File: src/rtl/uart_tx_arbiter_pkg.sv
// Shared constants for the UART transmit arbiter: FSM encodings, byte width,
// default sizing and an index-width helper.
package uart_arb_pkg;
  localparam int BYTE_W          = 8;
  localparam int NUM_REQ_DEF     = 2;
  localparam int TIMEOUT_CYC_DEF = 100000;

  localparam logic [1:0] ST_IDLE = 2'd0;
  localparam logic [1:0] ST_LOAD = 2'd1;
  localparam logic [1:0] ST_WAIT = 2'd2;

  // Never returns less than 1 so a 1-bit index exists even for tiny vectors.
  function automatic int clog2(input int n);
    int r;
    r = 1;
    while ((1 << r) < n) r++;
    return r;
  endfunction
endpackage

File: src/rtl/uart_tx_arbiter_if.sv
// Frame-source and uart_tx_path handshake bundle for uart_tx_arbiter.
interface uart_tx_arbiter_if import uart_arb_pkg::*; #(
  parameter int NUM_REQ = NUM_REQ_DEF
) ();
  logic [NUM_REQ-1:0]             req_valid;
  logic [NUM_REQ-1:0][BYTE_W-1:0] req_data;
  logic [NUM_REQ-1:0]             req_last;
  logic [NUM_REQ-1:0]             req_ready;
  logic [NUM_REQ-1:0]             grant;
  logic [BYTE_W-1:0]              uart_tx_data;
  logic                           uart_tx_en;
  logic                           uart_tx_done;

  modport slave (
    input  req_valid, req_data, req_last, uart_tx_done,
    output req_ready, grant, uart_tx_data, uart_tx_en
  );

  modport master (
    output req_valid, req_data, req_last, uart_tx_done,
    input  req_ready, grant, uart_tx_data, uart_tx_en
  );
endinterface

File: src/rtl/uart_tx_arbiter_rr_pick.sv
// Combinational round-robin picker: first valid bit at or after ptr, wrapping.
module rr_pick #(
  parameter int N  = 2,
  parameter int IW = 1
) (
  input  logic [N-1:0]  valid,
  input  logic [IW-1:0] ptr,
  output logic [N-1:0]  onehot,
  output logic [IW-1:0] idx,
  output logic          any
);
  logic [IW:0]   s;
  logic [IW-1:0] j;

  // Walk offsets from farthest to nearest so the nearest valid wins.
  always_comb begin
    onehot = '0;
    idx    = '0;
    any    = |valid;
    s      = '0;
    j      = '0;
    for (int k = N - 1; k >= 0; k--) begin
      s = {1'b0, ptr} + (IW+1)'(k);
      if (s >= (IW+1)'(N)) s = s - (IW+1)'(N);
      j = s[IW-1:0];
      if (valid[j]) begin
        onehot    = '0;
        onehot[j] = 1'b1;
        idx       = j;
      end
    end
  end
endmodule

File: src/rtl/uart_tx_arbiter.sv
// Frame-atomic round-robin arbiter in front of uart_tx_path.
// Define UART_TX_TIMEOUT_EN to abort a byte whose uart_tx_done never arrives.
module uart_tx_arbiter import uart_arb_pkg::*; #(
  parameter int NUM_REQ     = NUM_REQ_DEF,
  parameter int TIMEOUT_CYC = TIMEOUT_CYC_DEF
) (
  input  logic             clk,
  input  logic             rst_n,
  uart_tx_arbiter_if.slave bus,
  output logic             busy,
  output logic             err_timeout
);
  localparam int IW = clog2(NUM_REQ);

  logic [1:0]         state;
  logic [IW-1:0]      gidx, ptr, ptr_nxt, pick_idx;
  logic [NUM_REQ-1:0] pick_oh;
  logic               pick_any, last_q, to_hit;

  rr_pick #(.N(NUM_REQ), .IW(IW)) u_pick (
    .valid (bus.req_valid),
    .ptr   (ptr),
    .onehot(pick_oh),
    .idx   (pick_idx),
    .any   (pick_any)
  );

  // ptr holds the first source to consider, i.e. last_granted+1.
  assign ptr_nxt = (gidx == IW'(NUM_REQ - 1)) ? '0 : gidx + 1'b1;
  assign busy    = (state != ST_IDLE);

`ifdef UART_TX_TIMEOUT_EN
  logic [31:0] to_cnt;

  always_ff @(posedge clk or negedge rst_n) begin
    if (!rst_n)                 to_cnt <= '0;
    else if (state == ST_LOAD)  to_cnt <= '0;
    else if (state == ST_WAIT)  to_cnt <= to_cnt + 32'd1;
  end

  assign to_hit = (state == ST_WAIT) && (to_cnt == 32'(TIMEOUT_CYC - 1));
`else
  logic [31:0] unused_timeout_cyc;
  assign unused_timeout_cyc = 32'(TIMEOUT_CYC);
  assign to_hit             = 1'b0;
`endif

  always_ff @(posedge clk or negedge rst_n) begin
    if (!rst_n) begin
      state            <= ST_IDLE;
      gidx             <= '0;
      ptr              <= '0;
      last_q           <= 1'b0;
      bus.grant        <= '0;
      bus.req_ready    <= '0;
      bus.uart_tx_data <= '0;
      bus.uart_tx_en   <= 1'b0;
      err_timeout      <= 1'b0;
    end else begin
      bus.uart_tx_en <= 1'b0;
      bus.req_ready  <= '0;
      err_timeout    <= 1'b0;
      case (state)
        ST_IDLE: if (pick_any) begin
          bus.grant <= pick_oh;
          gidx      <= pick_idx;
          state     <= ST_LOAD;
        end
        ST_LOAD: if (bus.req_valid[gidx]) begin
          bus.uart_tx_data    <= bus.req_data[gidx];
          bus.uart_tx_en      <= 1'b1;
          bus.req_ready[gidx] <= 1'b1;
          last_q              <= bus.req_last[gidx];
          state               <= ST_WAIT;
        end
        ST_WAIT: begin
          // A done coinciding with the timeout completes the byte normally.
          if (bus.uart_tx_done) begin
            if (last_q) begin
              bus.grant <= '0;
              ptr       <= ptr_nxt;
              state     <= ST_IDLE;
            end else begin
              state     <= ST_LOAD;
            end
          end else if (to_hit) begin
            err_timeout <= 1'b1;
            bus.grant   <= '0;
            ptr         <= ptr_nxt;
            state       <= ST_IDLE;
          end
        end
        default: state <= ST_IDLE;
      endcase
    end
  end
endmodule

File: src/flat_wrapper.sv
// flat-port wrapper written by rule: the top's interface ports become plain ports
module uart_tx_arbiter_flat import uart_arb_pkg::*;
#(
  parameter int NUM_REQ     = NUM_REQ_DEF,
  parameter int TIMEOUT_CYC = TIMEOUT_CYC_DEF
)
  (clk, rst_n, busy, err_timeout, bus_req_valid, bus_req_data, bus_req_last, bus_uart_tx_done, bus_req_ready, bus_grant, bus_uart_tx_data, bus_uart_tx_en);
  uart_tx_arbiter_if #(.NUM_REQ(NUM_REQ)) bus_i ();
  input  logic clk;
  input  logic rst_n;
  output logic busy;
  output logic err_timeout;
  input wire logic [$bits(bus_i.req_valid)-1:0] bus_req_valid;
  input wire logic [$bits(bus_i.req_data)-1:0] bus_req_data;
  input wire logic [$bits(bus_i.req_last)-1:0] bus_req_last;
  input wire logic [$bits(bus_i.uart_tx_done)-1:0] bus_uart_tx_done;
  output wire logic [$bits(bus_i.req_ready)-1:0] bus_req_ready;
  output wire logic [$bits(bus_i.grant)-1:0] bus_grant;
  output wire logic [$bits(bus_i.uart_tx_data)-1:0] bus_uart_tx_data;
  output wire logic [$bits(bus_i.uart_tx_en)-1:0] bus_uart_tx_en;
  assign bus_i.req_valid = bus_req_valid;
  assign bus_i.req_data = bus_req_data;
  assign bus_i.req_last = bus_req_last;
  assign bus_i.uart_tx_done = bus_uart_tx_done;
  assign bus_req_ready = bus_i.req_ready;
  assign bus_grant = bus_i.grant;
  assign bus_uart_tx_data = bus_i.uart_tx_data;
  assign bus_uart_tx_en = bus_i.uart_tx_en;
  uart_tx_arbiter #(.NUM_REQ(NUM_REQ), .TIMEOUT_CYC(TIMEOUT_CYC)) u_core (.clk(clk), .rst_n(rst_n), .bus(bus_i), .busy(busy), .err_timeout(err_timeout));
endmodule
File: config.mk
export PLATFORM = sky130hd
export DESIGN_NAME = uart_tx_arbiter_flat
export DESIGN_NICKNAME = d
export VERILOG_FILES = /design/src/rtl/uart_tx_arbiter_pkg.sv /design/src/rtl/uart_tx_arbiter_if.sv /design/src/rtl/uart_tx_arbiter_rr_pick.sv /design/src/rtl/uart_tx_arbiter.sv /design/src/flat_wrapper.sv
export SDC_FILE = /design/constraint.sdc
export NUM_CORES = 1
export LEC_CHECK = 0
export ABC_AREA = 1
export CORE_ASPECT_RATIO = 1.1
export CORE_MARGIN = 1.5
export CORE_UTILIZATION = 41
export DETAILED_ROUTE_END_ITERATION = 10
export PLACE_DENSITY_LB_ADDON = 0.05
export SLEW_MARGIN = 15
export SYNTH_ARGS = -nofsm -noshare
export SYNTH_HDL_FRONTEND = slang
export SYNTH_SLANG_ARGS = --single-unit
File: constraint.sdc
create_clock -name clk -period 1.15 [get_ports clk]
set_input_delay 0.345 -clock clk [delete_from_list [all_inputs] [get_ports clk]]
set_output_delay 0.345 -clock clk [all_outputs]
set_load 0.05 [all_outputs]
==> metrics, run 1 <==
post-layout utilization of the core=79.4%; total number of H-tree levels=1; pin count of the biggest net entering global routing=19; initial core utilization=43.5%; Critical-path top delay cell=dfrtp_1; net count after synthesis=141; Synth area leaders=dfrtp_1, nand2_1, inv_1; critical path data required time=810 ps; Total Die Area=2410 sq um; PwrDens=2910 nW/um^2; post-route worst hold slack=387 ps; number of antenna diodes=0; Filler Cells Inserted=145; DR iter-0 viols=22; area of all sequential standard cells=450 sq um; CP peak stage delay=410 ps; width of the die=46.9 um; Detailed Routing Iterations Pass 1=4; Num CTS Buffers=3; clock tree from TritonCTS=built; post-synth top area share=51.8%; largest buffer count on any clock path=2; mux cell area share after synthesis=0%; std cell rows=17; Max Clock Skew=1.63 ps; portion of total power attributed to the clock network=6.7%; Comb pwr share=67.2%; grt total ovfl=0; Final GP Congestion=0.786; start-to-end type of the worst setup path=reg -> out; post-DR vias/cell=4.76; CTS sink count=18; run status=complete, but fails checks; switching share of power=46.8%; number of distinct library cells after synthesis=16; fin area=1590 sq um; number of antenna violations at the first check in global routing=0; Synth Register Bits=18; total number of yosys warnings=0; crit path cell chain=nor2_2 -> inv_2 -> buf_6; cts-stage hold buffer count=0; signed area change from the synthesized netlist to the final layout=82.6%; Min Clock Period, post-route=1410 ps; Floorplan Core Area=2000 sq um; unrepaired setup endpoints after global routing=true; Avg Synthesized Cell Area=7.37 sq um; type of element capturing the critical path=output port; final worst path period share=122%; final-report setup violation count=23; Max FO, Critical Path=2; final-stage net count=196; remaining routing DRC violations=0; count of max-cap constraint violations=0; switching component of the power=2.16 mW; Post-Synthesis Cells=118; share of layout cells above drive strength 1=29.2%; final max-slew violation count=0; sequential group share of total power=26.0%; cell area after technology mapping=870 sq um; violated checks=setup timing; combinational family with the most area after synthesis=simple AND/OR/NAND/NOR gates; maximum VDD drop=2.31 mV; setup_tns=-1250 ps; average routed wire per standard cell=12.1 um; clock transition at the registers of the reported paths=100 ps; GRT Total Usage=22.4%; startpoint types=register; xor/xnor share of the synthesized area=0%; HPWL after detailed placement=1790 um; number of global-route vias before repair=973; post-synthesis sequential area ratio=51.8%; cell leakage power=0.821 nW; share of synthesized cell area in full adder, half adder and majority cells=0%; largest area contributor in the netlist=dfrtp_1; Tightest Hold Check Type=in -> async; Max Clk Rate=0.712 GHz; multi-input combinational cell area=394 sq um; Tot Pwr=4.62 mW; number of port buffers=36; wirelength, routed=2410 um; cell internal power dissipation=2.46 mW; number of primary I/O pins=38; Root Buffer Master=clkbuf_4; antenna-violating nets left=0; final hold violation count=0; Arr. time, crit path=1060 ps; vias after detailed routing=947; fraction of the mapped netlist area in compound gates=7.19%; worst-skew pair later-pin latency=290 ps; DIE HEIGHT=51.3 um; final setup margin=-255 ps; placed standard-cell area=1480 sq um; simple-gate portion of the synthesized area=34.0%; first-pass GRT wire length=3820 um
[path summary, 6_finish.rpt]
check | startpoint | endpoint | slack, ps | depth (start not counted)
max in group asynchronous | rst_n | u_core.bus.uart_tx_en | 630 | 2
min in group clk | bus_req_valid[1] | u_core.bus.req_ready[1] | 490 | 4
worst max register to register | u_core.state[1] | u_core.last_q | -30 | 7
worst min register to register | u_core.ptr | u_core.ptr | 510 | 2
worst min-delay path | rst_n | u_core.ptr | 390 | 2
worst max-delay path | u_core.state[0] | busy | -260 | 3
[flip-flops by register name, summed over array words and instances, names as in the netlist]
| signal | flops |
|---|---|
| u_core.gidx | 1 |
| u_core.state | 2 |
| u_core.bus.grant | 2 |
| u_core.bus.req_ready | 2 |
| u_core.ptr | 1 |
| u_core.bus.uart_tx_data | 8 |
| u_core.bus.uart_tx_en | 1 |
| u_core.last_q | 1 |
[power by group through the flow]
stage | registers (mW) | clock network (mW) | logic [mW]
after floorplan | 1.74 | 0 | 0.864
after global placement | 1.19 | 0 | 2.75
after detailed placement | 1.20 | 0 | 2.83
after CTS | 1.19 | 0.316 | 3.02
after global routing | 1.23 | 0.347 | 3.30
final | 1.20 | 0.311 | 3.11
[worst max-delay path: cells and delay by family, from the launching register on]
kind | cells | cell delay, ps
flops | 1 | 410
simple gates | 1 | 150
buf+inv | 2 | 210
[placed cells by master, fill, tap and decap left out]
| cell | count |
|---|---|
| nand2_1 | 62 |
| clkdlybuf4s50_1 | 20 |
| dfrtp_1 | 18 |
| buf_12 | 14 |
| buf_4 | 13 |
| nand2_2 | 4 |
| nor2_1 | 4 |
| o21ai_0 | 4 |
| inv_1 | 4 |
| buf_6 | 4 |
| nor2_2 | 3 |
| inv_2 | 3 |
| clkbuf_4 | 3 |
| nand3_2 | 2 |
| o21ai_1 | 2 |
| a21oi_1 | 2 |
| inv_6 | 1 |
| nand2_4 | 1 |
| a21oi_4 | 1 |
| inv_4 | 1 |
| nand3_1 | 1 |
| o22ai_1 | 1 |
| conb_1 | 1 |
| dlygate4sd2_1 | 1 |
| dlymetal6s2s_1 | 1 |
[layout make-up]
type / instances / share of cell area, %
Clock buffer: 3 / 1.42
Inverter: 9 / 2.60
Multi-Input combinational cell: 88 / 24.8
Sequential cell: 18 / 28.4
Tap cell: 28 / 2.21
Timing Repair Buffer: 53 / 40.6
[cell families after synthesis]
family          Yosys count
buf+inv                  12
other cells               1
flops                    18
simple gates             77
compound gates           10
[metrics by stage]
step | setup slack [ps] | std cells
floorplan | 74.5 | 118
global placement | -320 | 192
detailed placement | -346 | 192
CTS | -247 | 199
global route | -298 | 199
finish | -255 | 199
[synth_stat cells (all sizes together)]
library cell	instances
nor2	7
nand2	67
inv	9
nand3	3
dfrtp	18
buf	3
a21oi	3
o22ai	1
o21ai	6
conb	1
[metal layers]
layer	GRT usage (%)	vias up	share of wire [%]	routed length, um
met3	3.18	4	5.6	135
met2	39.3	34	52	1260
met1	24.3	440	40	969
met5	0	-	0	0
met4	13.4	0	1.7	42
li1	-	469	-	-
[what timing repair did]
action,4_1_cts,5_1_grt
endpoints found under the setup margin,24,26
buffers inserted,4,1
pin swaps,3,3
gates resized for setup,11,11
hold endpoints to repair,0,0
(Power assumes the default switching activity.)
==> run 2: changes to the inputs <==
- CTS_CLUSTER_DIAMETER: not set -> 40
==> results of run 2 <==
The final DEF is identical to that of run 1; final timing and power are the same.
